[config.mk]
export PLATFORM = sky130hd
export DESIGN_NAME = ninjin_s_axi_image
export DESIGN_NICKNAME = d
export VERILOG_FILES = /design/src/rtl/ninjin_s_axi_image_pkg.sv /design/src/rtl/ninjin_skid_fifo.sv /design/src/rtl/ninjin_s_axi_image.sv
export SDC_FILE = /design/constraint.sdc
export NUM_CORES = 1
export LEC_CHECK = 0
export ABC_AREA = 1
export BUFFER_PORTS_ARGS = -buffer_cell sky130_fd_sc_hd__buf_2
export CORE_UTILIZATION = 35
export DETAILED_ROUTE_END_ITERATION = 7
export GPL_TIMING_DRIVEN = 0
export MAX_ROUTING_LAYER = met4
export SETUP_SLACK_MARGIN = 0.05
export SLEW_MARGIN = 20
export SYNTH_ARGS = -nofsm -noshare
export SYNTH_HDL_FRONTEND = slang
export SYNTH_SLANG_ARGS = --single-unit
[constraint.sdc]
create_clock -name clk -period 6.2 [get_ports clk]
set_input_delay 0.62 -clock clk [delete_from_list [all_inputs] [get_ports clk]]
set_output_delay 0.62 -clock clk [all_outputs]
set_load 0.02 [all_outputs]
[src/rtl/ninjin_s_axi_image_pkg.sv]
// rtl/ninjin_s_axi_image_pkg.sv - shared widths, word mapping helper and AXI response codes
package ninjin_s_axi_image_pkg;

  localparam int BWIDTH   = 32;
  localparam int WORDSIZE = 10;

  function automatic int clogb2(input int value);
    int v;
    int r;
    v = value;
    r = 0;
    while (v > 0) begin
      r = r + 1;
      v = v >> 1;
    end
    return r;
  endfunction

  localparam int LSB = clogb2(BWIDTH / 8 - 1);

  localparam logic [1:0] AXI_OKAY   = 2'b00;
  localparam logic [1:0] AXI_SLVERR = 2'b10;

endpackage

[src/rtl/ninjin_skid_fifo.sv]
// rtl/ninjin_skid_fifo.sv - two-entry valid/ready FIFO decoupling RAM read latency from R backpressure
module ninjin_skid_fifo #(
  parameter int WIDTH = 32
) (
  input  logic             clk_i,
  input  logic             rst_i,
  input  logic             s_tvalid_i,
  output logic             s_tready_o,
  input  logic [WIDTH-1:0] s_tdata_i,
  output logic             m_tvalid_o,
  input  logic             m_tready_i,
  output logic [WIDTH-1:0] m_tdata_o,
  output logic [1:0]       count_o
);

  logic [WIDTH-1:0] slot_q [2];
  logic             wr_ptr_q;
  logic             rd_ptr_q;
  logic [1:0]       count_q;
  logic [1:0]       count_d;
  logic             push;
  logic             pop;

  assign s_tready_o = (count_q != 2'd2);
  assign m_tvalid_o = (count_q != 2'd0);
  assign m_tdata_o  = slot_q[rd_ptr_q];
  assign count_o    = count_q;

  assign push    = s_tvalid_i & s_tready_o;
  assign pop     = m_tvalid_o & m_tready_i;
  assign count_d = count_q + 2'(push) - 2'(pop);

  always_ff @(posedge clk_i or posedge rst_i) begin
    if (rst_i) begin
      slot_q[0] <= '0;
      slot_q[1] <= '0;
      wr_ptr_q  <= 1'b0;
      rd_ptr_q  <= 1'b0;
      count_q   <= 2'd0;
    end else begin
      if (push) begin
        slot_q[wr_ptr_q] <= s_tdata_i;
        wr_ptr_q         <= ~wr_ptr_q;
      end
      if (pop) begin
        rd_ptr_q <= ~rd_ptr_q;
      end
      count_q <= count_d;
    end
  end

endmodule

[src/rtl/ninjin_s_axi_image.sv]
// rtl/ninjin_s_axi_image.sv - AXI4 INCR burst slave fronting the dual-port image RAM
module ninjin_s_axi_image
  import ninjin_s_axi_image_pkg::*;
#(
  parameter int DATA_WIDTH = BWIDTH,
  parameter int ADDR_WIDTH = BWIDTH
) (
  input  logic                  clk,
  input  logic                  xrst,
  input  logic                  awvalid,
  output logic                  awready,
  input  logic [ADDR_WIDTH-1:0] awaddr,
  input  logic [7:0]            awlen,
  input  logic                  wvalid,
  output logic                  wready,
  input  logic [DATA_WIDTH-1:0] wdata,
  input  logic                  wlast,
  output logic                  bvalid,
  input  logic                  bready,
  output logic [1:0]            bresp,
  input  logic                  arvalid,
  output logic                  arready,
  input  logic [ADDR_WIDTH-1:0] araddr,
  input  logic [7:0]            arlen,
  output logic                  rvalid,
  input  logic                  rready,
  output logic [DATA_WIDTH-1:0] rdata,
  output logic [1:0]            rresp,
  output logic                  rlast,
  output logic                  mem_we,
  output logic [WORDSIZE-1:0]   mem_waddr,
  output logic [DATA_WIDTH-1:0] mem_wdata,
  output logic [WORDSIZE-1:0]   mem_raddr,
  input  logic [DATA_WIDTH-1:0] mem_rdata
);

  localparam int SHIFT = clogb2(DATA_WIDTH / 8 - 1);
  localparam int EW    = ADDR_WIDTH + 1;
  localparam logic [EW-1:0] LIMIT = EW'(1) << WORDSIZE;

  typedef enum logic [1:0] {W_IDLE, W_DATA, W_RESP} w_state_e;
  typedef enum logic {R_IDLE, R_DATA} r_state_e;

  function automatic logic burst_oor(input logic [ADDR_WIDTH-1:0] addr, input logic [7:0] len_m1);
    logic [EW-1:0] end_excl;
    end_excl = EW'(addr >> SHIFT) + EW'(len_m1) + EW'(1);
    return end_excl > LIMIT;
  endfunction

  function automatic logic [WORDSIZE-1:0] word_of(input logic [ADDR_WIDTH-1:0] addr);
    return WORDSIZE'(addr >> SHIFT);
  endfunction

  w_state_e                w_state_q, w_state_d;
  logic [WORDSIZE-1:0]     w_base_q, w_base_d;
  logic [7:0]              w_len_q, w_len_d;
  logic [7:0]              w_idx_q, w_idx_d;
  logic                    w_oor_q, w_oor_d;
  logic                    w_err_q, w_err_d;
  logic                    mem_we_q, mem_we_d;
  logic [WORDSIZE-1:0]     mem_waddr_q, mem_waddr_d;
  logic [DATA_WIDTH-1:0]   mem_wdata_q, mem_wdata_d;

  assign awready   = (w_state_q == W_IDLE) & ~xrst;
  assign wready    = (w_state_q == W_DATA);
  assign bvalid    = (w_state_q == W_RESP);
  assign bresp     = (bvalid && (w_oor_q || w_err_q)) ? AXI_SLVERR : AXI_OKAY;
  assign mem_we    = mem_we_q;
  assign mem_waddr = mem_waddr_q;
  assign mem_wdata = mem_wdata_q;

  always_comb begin
    w_state_d   = w_state_q;
    w_base_d    = w_base_q;
    w_len_d     = w_len_q;
    w_idx_d     = w_idx_q;
    w_oor_d     = w_oor_q;
    w_err_d     = w_err_q;
    mem_we_d    = 1'b0;
    mem_waddr_d = mem_waddr_q;
    mem_wdata_d = mem_wdata_q;
    unique case (w_state_q)
      W_IDLE: begin
        if (awvalid && awready) begin
          w_base_d  = word_of(awaddr);
          w_len_d   = awlen;
          w_idx_d   = 8'd0;
          w_oor_d   = burst_oor(awaddr, awlen);
          w_err_d   = 1'b0;
          w_state_d = W_DATA;
        end
      end
      W_DATA: begin
        if (wvalid) begin
          mem_we_d    = ~w_oor_q;
          mem_waddr_d = w_base_q + WORDSIZE'(w_idx_q);
          mem_wdata_d = wdata;
          // The beat count from awlen ends the burst; wlast only grades it.
          if (wlast != (w_idx_q == w_len_q)) begin
            w_err_d = 1'b1;
          end
          if (w_idx_q == w_len_q) begin
            w_state_d = W_RESP;
          end else begin
            w_idx_d = w_idx_q + 8'd1;
          end
        end
      end
      W_RESP: begin
        if (bready) begin
          w_state_d = W_IDLE;
        end
      end
      default: w_state_d = W_IDLE;
    endcase
  end

  always_ff @(posedge clk or posedge xrst) begin
    if (xrst) begin
      w_state_q   <= W_IDLE;
      w_base_q    <= '0;
      w_len_q     <= '0;
      w_idx_q     <= '0;
      w_oor_q     <= 1'b0;
      w_err_q     <= 1'b0;
      mem_we_q    <= 1'b0;
      mem_waddr_q <= '0;
      mem_wdata_q <= '0;
    end else begin
      w_state_q   <= w_state_d;
      w_base_q    <= w_base_d;
      w_len_q     <= w_len_d;
      w_idx_q     <= w_idx_d;
      w_oor_q     <= w_oor_d;
      w_err_q     <= w_err_d;
      mem_we_q    <= mem_we_d;
      mem_waddr_q <= mem_waddr_d;
      mem_wdata_q <= mem_wdata_d;
    end
  end

  r_state_e                r_state_q, r_state_d;
  logic [WORDSIZE-1:0]     r_base_q, r_base_d;
  logic [7:0]              r_len_q, r_len_d;
  logic                    r_oor_q, r_oor_d;
  logic [8:0]              r_iss_q, r_iss_d;
  logic [7:0]              r_out_q, r_out_d;
  logic                    r_infl_q, r_infl_d;
  logic [1:0]              f_count;
  logic                    f_in_ready;
  logic                    pop;
  logic [2:0]              occ;
  logic                    issue_ok;

  assign arready = (r_state_q == R_IDLE) & ~xrst;
  assign pop     = rvalid & rready;
  assign occ     = 3'(f_count) + 3'(r_infl_q);
  // Credit the slot freed by this cycle's pop so rready=1 sustains one beat per cycle.
  assign issue_ok = occ < (3'd2 + 3'(pop));
  assign rlast    = rvalid && (r_out_q == r_len_q);
  assign rresp    = (rvalid && r_oor_q) ? AXI_SLVERR : AXI_OKAY;

  always_comb begin
    r_state_d = r_state_q;
    r_base_d  = r_base_q;
    r_len_d   = r_len_q;
    r_oor_d   = r_oor_q;
    r_iss_d   = r_iss_q;
    r_out_d   = r_out_q;
    r_infl_d  = 1'b0;
    mem_raddr = r_base_q + WORDSIZE'(r_iss_q);
    unique case (r_state_q)
      R_IDLE: begin
        if (arvalid && arready) begin
          // First beat is fetched in the handshake cycle itself.
          r_base_d  = word_of(araddr);
          r_len_d   = arlen;
          r_oor_d   = burst_oor(araddr, arlen);
          r_iss_d   = 9'd1;
          r_out_d   = 8'd0;
          r_infl_d  = 1'b1;
          mem_raddr = word_of(araddr);
          r_state_d = R_DATA;
        end
      end
      R_DATA: begin
        if ((r_iss_q <= {1'b0, r_len_q}) && issue_ok) begin
          r_infl_d = 1'b1;
          r_iss_d  = r_iss_q + 9'd1;
        end
        if (pop) begin
          if (r_out_q == r_len_q) begin
            r_state_d = R_IDLE;
          end else begin
            r_out_d = r_out_q + 8'd1;
          end
        end
      end
      default: r_state_d = R_IDLE;
    endcase
  end

  always_ff @(posedge clk or posedge xrst) begin
    if (xrst) begin
      r_state_q <= R_IDLE;
      r_base_q  <= '0;
      r_len_q   <= '0;
      r_oor_q   <= 1'b0;
      r_iss_q   <= '0;
      r_out_q   <= '0;
      r_infl_q  <= 1'b0;
    end else begin
      r_state_q <= r_state_d;
      r_base_q  <= r_base_d;
      r_len_q   <= r_len_d;
      r_oor_q   <= r_oor_d;
      r_iss_q   <= r_iss_d;
      r_out_q   <= r_out_d;
      r_infl_q  <= r_infl_d;
    end
  end

  ninjin_skid_fifo #(
    .WIDTH(DATA_WIDTH)
  ) u_skid (
    .clk_i      (clk),
    .rst_i      (xrst),
    .s_tvalid_i (r_infl_q & f_in_ready),
    .s_tready_o (f_in_ready),
    .s_tdata_i  (mem_rdata),
    .m_tvalid_o (rvalid),
    .m_tready_i (rready),
    .m_tdata_o  (rdata),
    .count_o    (f_count)
  );

endmodule

==> impl_metrics.json, run 1 <==
{
  "clkTransAtPathRegs_ps": 70,
  "rsz0062_at_grt": "no",
  "fmax_ghz": 0.296,
  "ys_async_sr_fraction_pct": 100,
  "routed_wl_um": 32000,
  "die-area_um2": 33800,
  "crit_type": "reg -> out",
  "core_um2": 32500,
  "drive_gt1_share_pct": 17.9,
  "via_count": 11251,
  "intPower_mw": 3.27,
  "synth_cell_types": 50,
  "syn2layout_area_growth_pct": 20.8,
  "finalMaxSlewViolations": 0,
  "setup_violations": 0,
  "p_sw_share_pct": 45.4,
  "std_cell_rows": 66,
  "wl_per_cell_um": 13.4,
  "relSlewSlack_pct": 53.4,
  "root_buffer": "clkbuf_16",
  "die_x_um": 184,
  "antenna_found_initial": 1,
  "vias_per_cell": 4.70,
  "pre_cts_slack_ps": 3080,
  "skew_ps": 12.6,
  "hold_viol": 0,
  "cts_resized": 0,
  "gp_congestion": 0.886,
  "overflow": 0,
  "grt_pass1_wl_um": 52600,
  "p_switching_mw": 2.71,
  "vdd_ir_drop_max_mv": 0.206,
  "r2r_cells": 7,
  "die-height_um": 184,
  "power_frac_clock_pct": 18.7,
  "hold_ws_ps": 361,
  "p_leak_nw": 7.80,
  "critical_path_required_ps": 5580,
  "synth-edff-count": 0,
  "numCtsBuffers": 17,
  "seq_power_share_pct": 33.4,
  "syn_area_per_cell_um2": 6.91,
  "synth_flop_cell": "dfrtp_1",
  "power_per_cell_area_nw_per_um2": 428,
  "crit_fanout": 6,
  "ios": 247,
  "grt_pass1_vias": 10533,
  "h-tree-depth": 4,
  "critPathArrivalTime_ps": 2760,
  "post_cts_buffers": 0,
  "cts_tree": "done",
  "netlist_instances": 1676,
  "clock_path_buffers": 2,
  "route.detailed.drc": 0,
  "ant_nets": 0,
  "grt_usage_pct": 19.9,
  "p_comb_share_pct": 47.9,
  "fin_crit_sh_pct": 54.5,
  "setup_slack_ps": 2820,
  "worst_pin_slew_ps": 699,
  "netlist_area_um2": 11600,
  "first_pass_iters": 7,
  "maxCapViolCount": 0,
  "drt_first_iter_violations": 597,
  "hp-class": "in -> async",
  "ys_seq_area_share_pct": 38.7,
  "synth_warnings": 0,
  "clk_latency_ps": 430,
  "cts_sinks": 179,
  "hpwl_um": 25100,
  "hold_buffers": 0,
  "end_kind": "output pin",
  "outcome": "completed",
  "worstSetupStartpointType": "register",
  "ys_ff_latch": 179,
  "min_period_ps": 3380,
  "grt_max_degree": 100,
  "port_buffers": 240,
  "nets": 2141,
  "start_util_pct": 35.6
}
## logic make-up after synthesis
group                    share of synthesized area (%)
AND/OR/NAND/NOR                                   36.8
adder cells (fa/ha/maj)                           5.88
flip-flops                                        38.7
other                                           0.0324
buffers and inverters                             8.37
AO/OA/AOI/OAI                                     7.63
XOR/XNOR                                          2.65
## final cells by class
cell class,count,area (um^2)
antenna,1,2.50
buffer,47,208
clock buffer,18,439
clock inverter,14,169
fill,3489,18600
inverter,203,769
multi-input combinational,1248,6140
sequential,179,4480
tap,442,553
timing repair buffer,241,1230
## cell usage in the layout, fill, tap and decap left out, types with 3 or more instances in the layout
cell,count
buf_2,245
nor2_4,4
nand3b_1,13
or2_2,3
nor3_2,3
clkbuf_1,33
inv_2,11
buf_4,4
inv_6,4
fa_1,4
a21oi_1,34
clkbuf_16,17
nand3_2,9
xor2_1,15
o21ai_1,4
nand4_1,28
nand3_1,104
nand2_1,678
o21ai_0,117
ha_1,48
dfrtp_1,179
clkinv_4,3
nand2_2,12
nor3_1,16
o31ai_1,4
nand2_4,4
nor2_2,12
xnor2_1,20
nor2_1,92
inv_1,189
## final timing paths
path | from | endpoint | slack, ps
min in group clk | bready | w_state_q[1] | 380
worst min register to register | mem_wdata[14] | mem_wdata[14] | 470
max in group asynchronous | xrst | u_skid.slot_q[56] | 4990
worst max register to register | r_iss_q[4] | r_iss_q[0] | 3870
worst max-delay path | r_iss_q[2] | mem_raddr[7] | 2820
worst min-delay path | xrst | w_oor_q | 360
## critical path, cell delays in order (launching register included)
cell and delay, ps:
dfrtp_1 460, ha_1 370, a21oi_1 160, nand2_1 90
a21boi_0 320, o21ai_0 210, nand2_1 120, nand2_1 50
o21ai_0 300, buf_2 230
## layer usage
layer / vias to the layer above / track usage (%) / wire [um]
met2: 278 / 31.3 / 14100
met4: 0 / 4.63 / 268
met1: 5147 / 27.0 / 15900
met5: - / - / 0
met3: 17 / 2.91 / 1700
li1: 5809 / - / -
## stage by stage
step | std cells | TNS (ps) | utilization [%] | instance area, um^2 | power (mW)
after floorplan | 1677 | 0 | - | 11600 | 3.93
final | 2393 | 0 | 43.0 | 14000 | 5.98
after global placement | 2359 | -317350 | 41.0 | 13300 | 4.84
after CTS | 2392 | 0 | 43.0 | 14000 | 6.05
after global routing | 2393 | 0 | 43.0 | 14000 | 6.52
after detailed placement | 2360 | 0 | 41.1 | 13400 | 4.90
## state kept, by name, indices dropped and copies added (netlist names)
signal / count
u_skid.count_o: 2
w_oor_q: 1
w_len_q: 8
mem_wdata: 32
r_out_q: 8
mem_we: 1
r_oor_q: 1
w_base_q: 10
r_base_q: 10
u_skid.slot_q: 64
r_iss_q: 9
r_state_q: 1
w_idx_q: 8
r_infl_q: 1
r_len_q: 8
mem_waddr: 10
u_skid.rd_ptr_q: 1
w_state_q: 2
u_skid.wr_ptr_q: 1
w_err_q: 1
## cell usage after synthesis (2+ instances only)
cell	count	area, um^2
fa_1	4	80.1
inv_2	11	41.3
nand3b_1	13	97.6
nor2_1	92	345
buf_2	5	25.0
xnor2_1	20	175
clkbuf_1	33	124
nor4_1	2	12.5
clkbuf_2	2	10.0
buf_1	2	7.51
or2_2	3	18.8
dfrtp_1	179	4480
nor2_2	12	75.1
nand2_4	4	45.0
o211ai_1	2	15.0
nand3_1	104	521
nor3_2	3	30.0
inv_1	190	713
nand4_1	28	175
a21o_1	2	15.0
nand3_2	9	90.1
nand2_2	12	75.1
xor2_1	15	131
nor3_1	16	80.1
nand2_1	678	2540
nor2_4	4	45.0
clkinv_1	2	7.51
o31ai_1	4	30.0
and2_1	2	12.5
o21ai_1	4	20.0
a21oi_1	34	170
ha_1	48	601
buf_4	4	30.0
o21ai_0	117	586
## power groups by stage
| stage | clock [mW] | combinational (mW) | sequential, mW |
|---|---|---|---|
| final | 1.12 | 2.86 | 2.00 |
| after global placement | 0 | 2.84 | 2.00 |
| after global routing | 1.20 | 3.26 | 2.06 |
| after floorplan | 0 | 1.89 | 2.04 |
| after detailed placement | 0 | 2.88 | 2.02 |
| after CTS | 1.15 | 2.90 | 2.00 |
(Power assumes the default switching activity.)
==> run 2: changes to the inputs <==
==> constraint.sdc (replaced) <==
create_clock -name clk -period 3.5 [get_ports clk]
set_input_delay 0.35 -clock clk [delete_from_list [all_inputs] [get_ports clk]]
set_output_delay 0.35 -clock clk [all_outputs]
set_load 0.02 [all_outputs]
==> run 2 against run 1 <==
  * Setup slack lost 2400 ps
  * Combinational power grew 78%
  * Routed wire length grew 0.62%
  * Critical path depth grew 3
  * Sequential share of layout area shrank 0.18 points
  * Count of clock-buffer cells in the layout shrank 1
  * Clock power grew 71%
  * First-iteration DRC count shrank 0.67%
==> impl_metrics.json, run 2 (synthesized netlist as in run 1, its figures left out) <==
{
  "outcome": "completed",
  "die-height_um": 184,
  "grt_max_degree": 34,
  "critPathArrivalTime_ps": 2730,
  "relSlewSlack_pct": 55.0,
  "rrSetupSlack_ps": 1050,
  "hold_buffers": 0,
  "skew_ps": 13.0,
  "pre_cts_slack_ps": 866,
  "final_common_cell": "nand2_1",
  "min_period_ps": 3080,
  "grt_pass1_vias": 10722,
  "drt_first_iter_violations": 593,
  "fmax_ghz": 0.325,
  "clk_latency_ps": 450,
  "start_util_pct": 35.6,
  "rsz0062_at_grt": "no",
  "via_count": 11279,
  "startpoint": "r_iss_q[2]",
  "hpwl_um": 25400,
  "worstSetupStartpointType": "register",
  "clkTransAtPathRegs_ps": 80,
  "ant_nets": 0,
  "hp-class": "in -> async",
  "root_buffer": "clkbuf_16",
  "antennaDiodeCount": 0,
  "setup_violations": 0,
  "end_kind": "output pin",
  "hold_viol": 0,
  "h-tree-depth": 4,
  "first_pass_iters": 5,
  "overflow": 0,
  "grt_pass1_wl_um": 53100,
  "final_cell_mix": "678 x nand2_1, 245 x buf_2, 189 x inv_1, 179 x dfrtp_1, 117 x o21ai_0",
  "die-area_um2": 33800,
  "maxCapViolCount": 0,
  "route.detailed.drc": 0,
  "routed_wl_um": 32200,
  "power_per_cell_area_nw_per_um2": 750,
  "numCtsBuffers": 17,
  "max_flop_register": "u_skid.slot_q",
  "finalMaxSlewViolations": 0,
  "cts_tree": "done",
  "core_um2": 32500,
  "p_leak_nw": 7.83,
  "antenna_found_initial": 0,
  "post_cts_buffers": 0,
  "grt_usage_pct": 20.1,
  "fin_crit_sh_pct": 88.0,
  "port_buffers": 240,
  "crit_type": "reg -> out",
  "nets": 2146,
  "reg2reg_to": "r_iss_q[4]",
  "die_x_um": 184,
  "gp_congestion": 0.863,
  "worst_pin_slew_ps": 666,
  "wl_per_cell_um": 13.4,
  "setup_slack_ps": 419,
  "std_cell_rows": 66,
  "cts_resized": 0,
  "fin_util_pct": 43.2,
  "vias_per_cell": 4.71,
  "largest_register_ff_count": 64,
  "r2r_cells": 8,
  "clock_path_buffers": 2,
  "drive_gt1_share_pct": 18.2,
  "crit_fanout": 6,
  "cts_sinks": 179,
  "vdd_ir_drop_max_mv": 0.292,
  "syn2layout_area_growth_pct": 21.4,
  "ios": 247,
  "rr_startpoint": "r_iss_q[4]",
  "critical_path_required_ps": 3150
}
## run 2: changes by cell type in the layout (fill, tap and decap cells not counted)
cell / previous run / this run
diode_2: 1 / 0
bufinv_16: 2 / 0
inv_8: 2 / 4
buf_12: 0 / 5
clkbuf_8: 1 / 0
inv_6: 4 / 2
clkinv_8: 1 / 4
## run 2: final cells by class
type	count	area, um^2
buffer	47	208
clock buffer	17	425
timing repair buffer	246	1330
fill	3479	18500
multi-input combinational	1248	6140
clock inverter	15	166
sequential	179	4480
tap	442	553
inverter	203	766
## run 2: layer usage
layer	global-route usage, %	vias up	share of wire, %
met1	27.5	5133	50
met3	2.54	31	4.6
met2	31.3	297	44
li1	-	5818	-
met4	5.43	0	1.4
met5	-	-	0
## run 2: stage by stage
stage | instance area [um^2] | instances | hold slack [ps] | TNS, ps | total power [mW]
finish | 14100 | 2397 | 10.7 | 0 | 10.5
CTS | 14100 | 2397 | 17.7 | 0 | 10.6
global placement | 13300 | 2359 | 449 | -86070 | 8.57
global route | 14100 | 2397 | 52.6 | 0 | 11.5
floorplan | 11600 | 1677 | 403 | 0 | 6.97
detailed placement | 13500 | 2365 | 454 | 0 | 8.68
## run 2: worst max path at each step
stage	endpoint	slack, ps	cells past startpoint
floorplan	mem_waddr[0]	860	1
global placement	mem_wdata[15]	-490	2
detailed placement	w_oor_q	870	19
CTS	mem_raddr[9]	400	12
global route	mem_raddr[9]	80	12
finish	mem_raddr[9]	420	12
## run 2: critical path, cell delays in order (launching register included)
cell      delay [ps]
dfrtp_1          470
ha_1             370
a21oi_1          160
nand2_1          110
a21boi_0         320
o21ai_0          190
nand2_1          110
nand2_1           50
a21o_1           150
nand2_1           60
nand2_1           50
o21ai_0           60
buf_2            190
## run 2: where the power goes
group	internal (mW)	total, mW	switching, mW
Combinational	1.76	5.09	3.33
Sequential	2.95	3.54	0.587
Clock	0.958	1.92	0.960
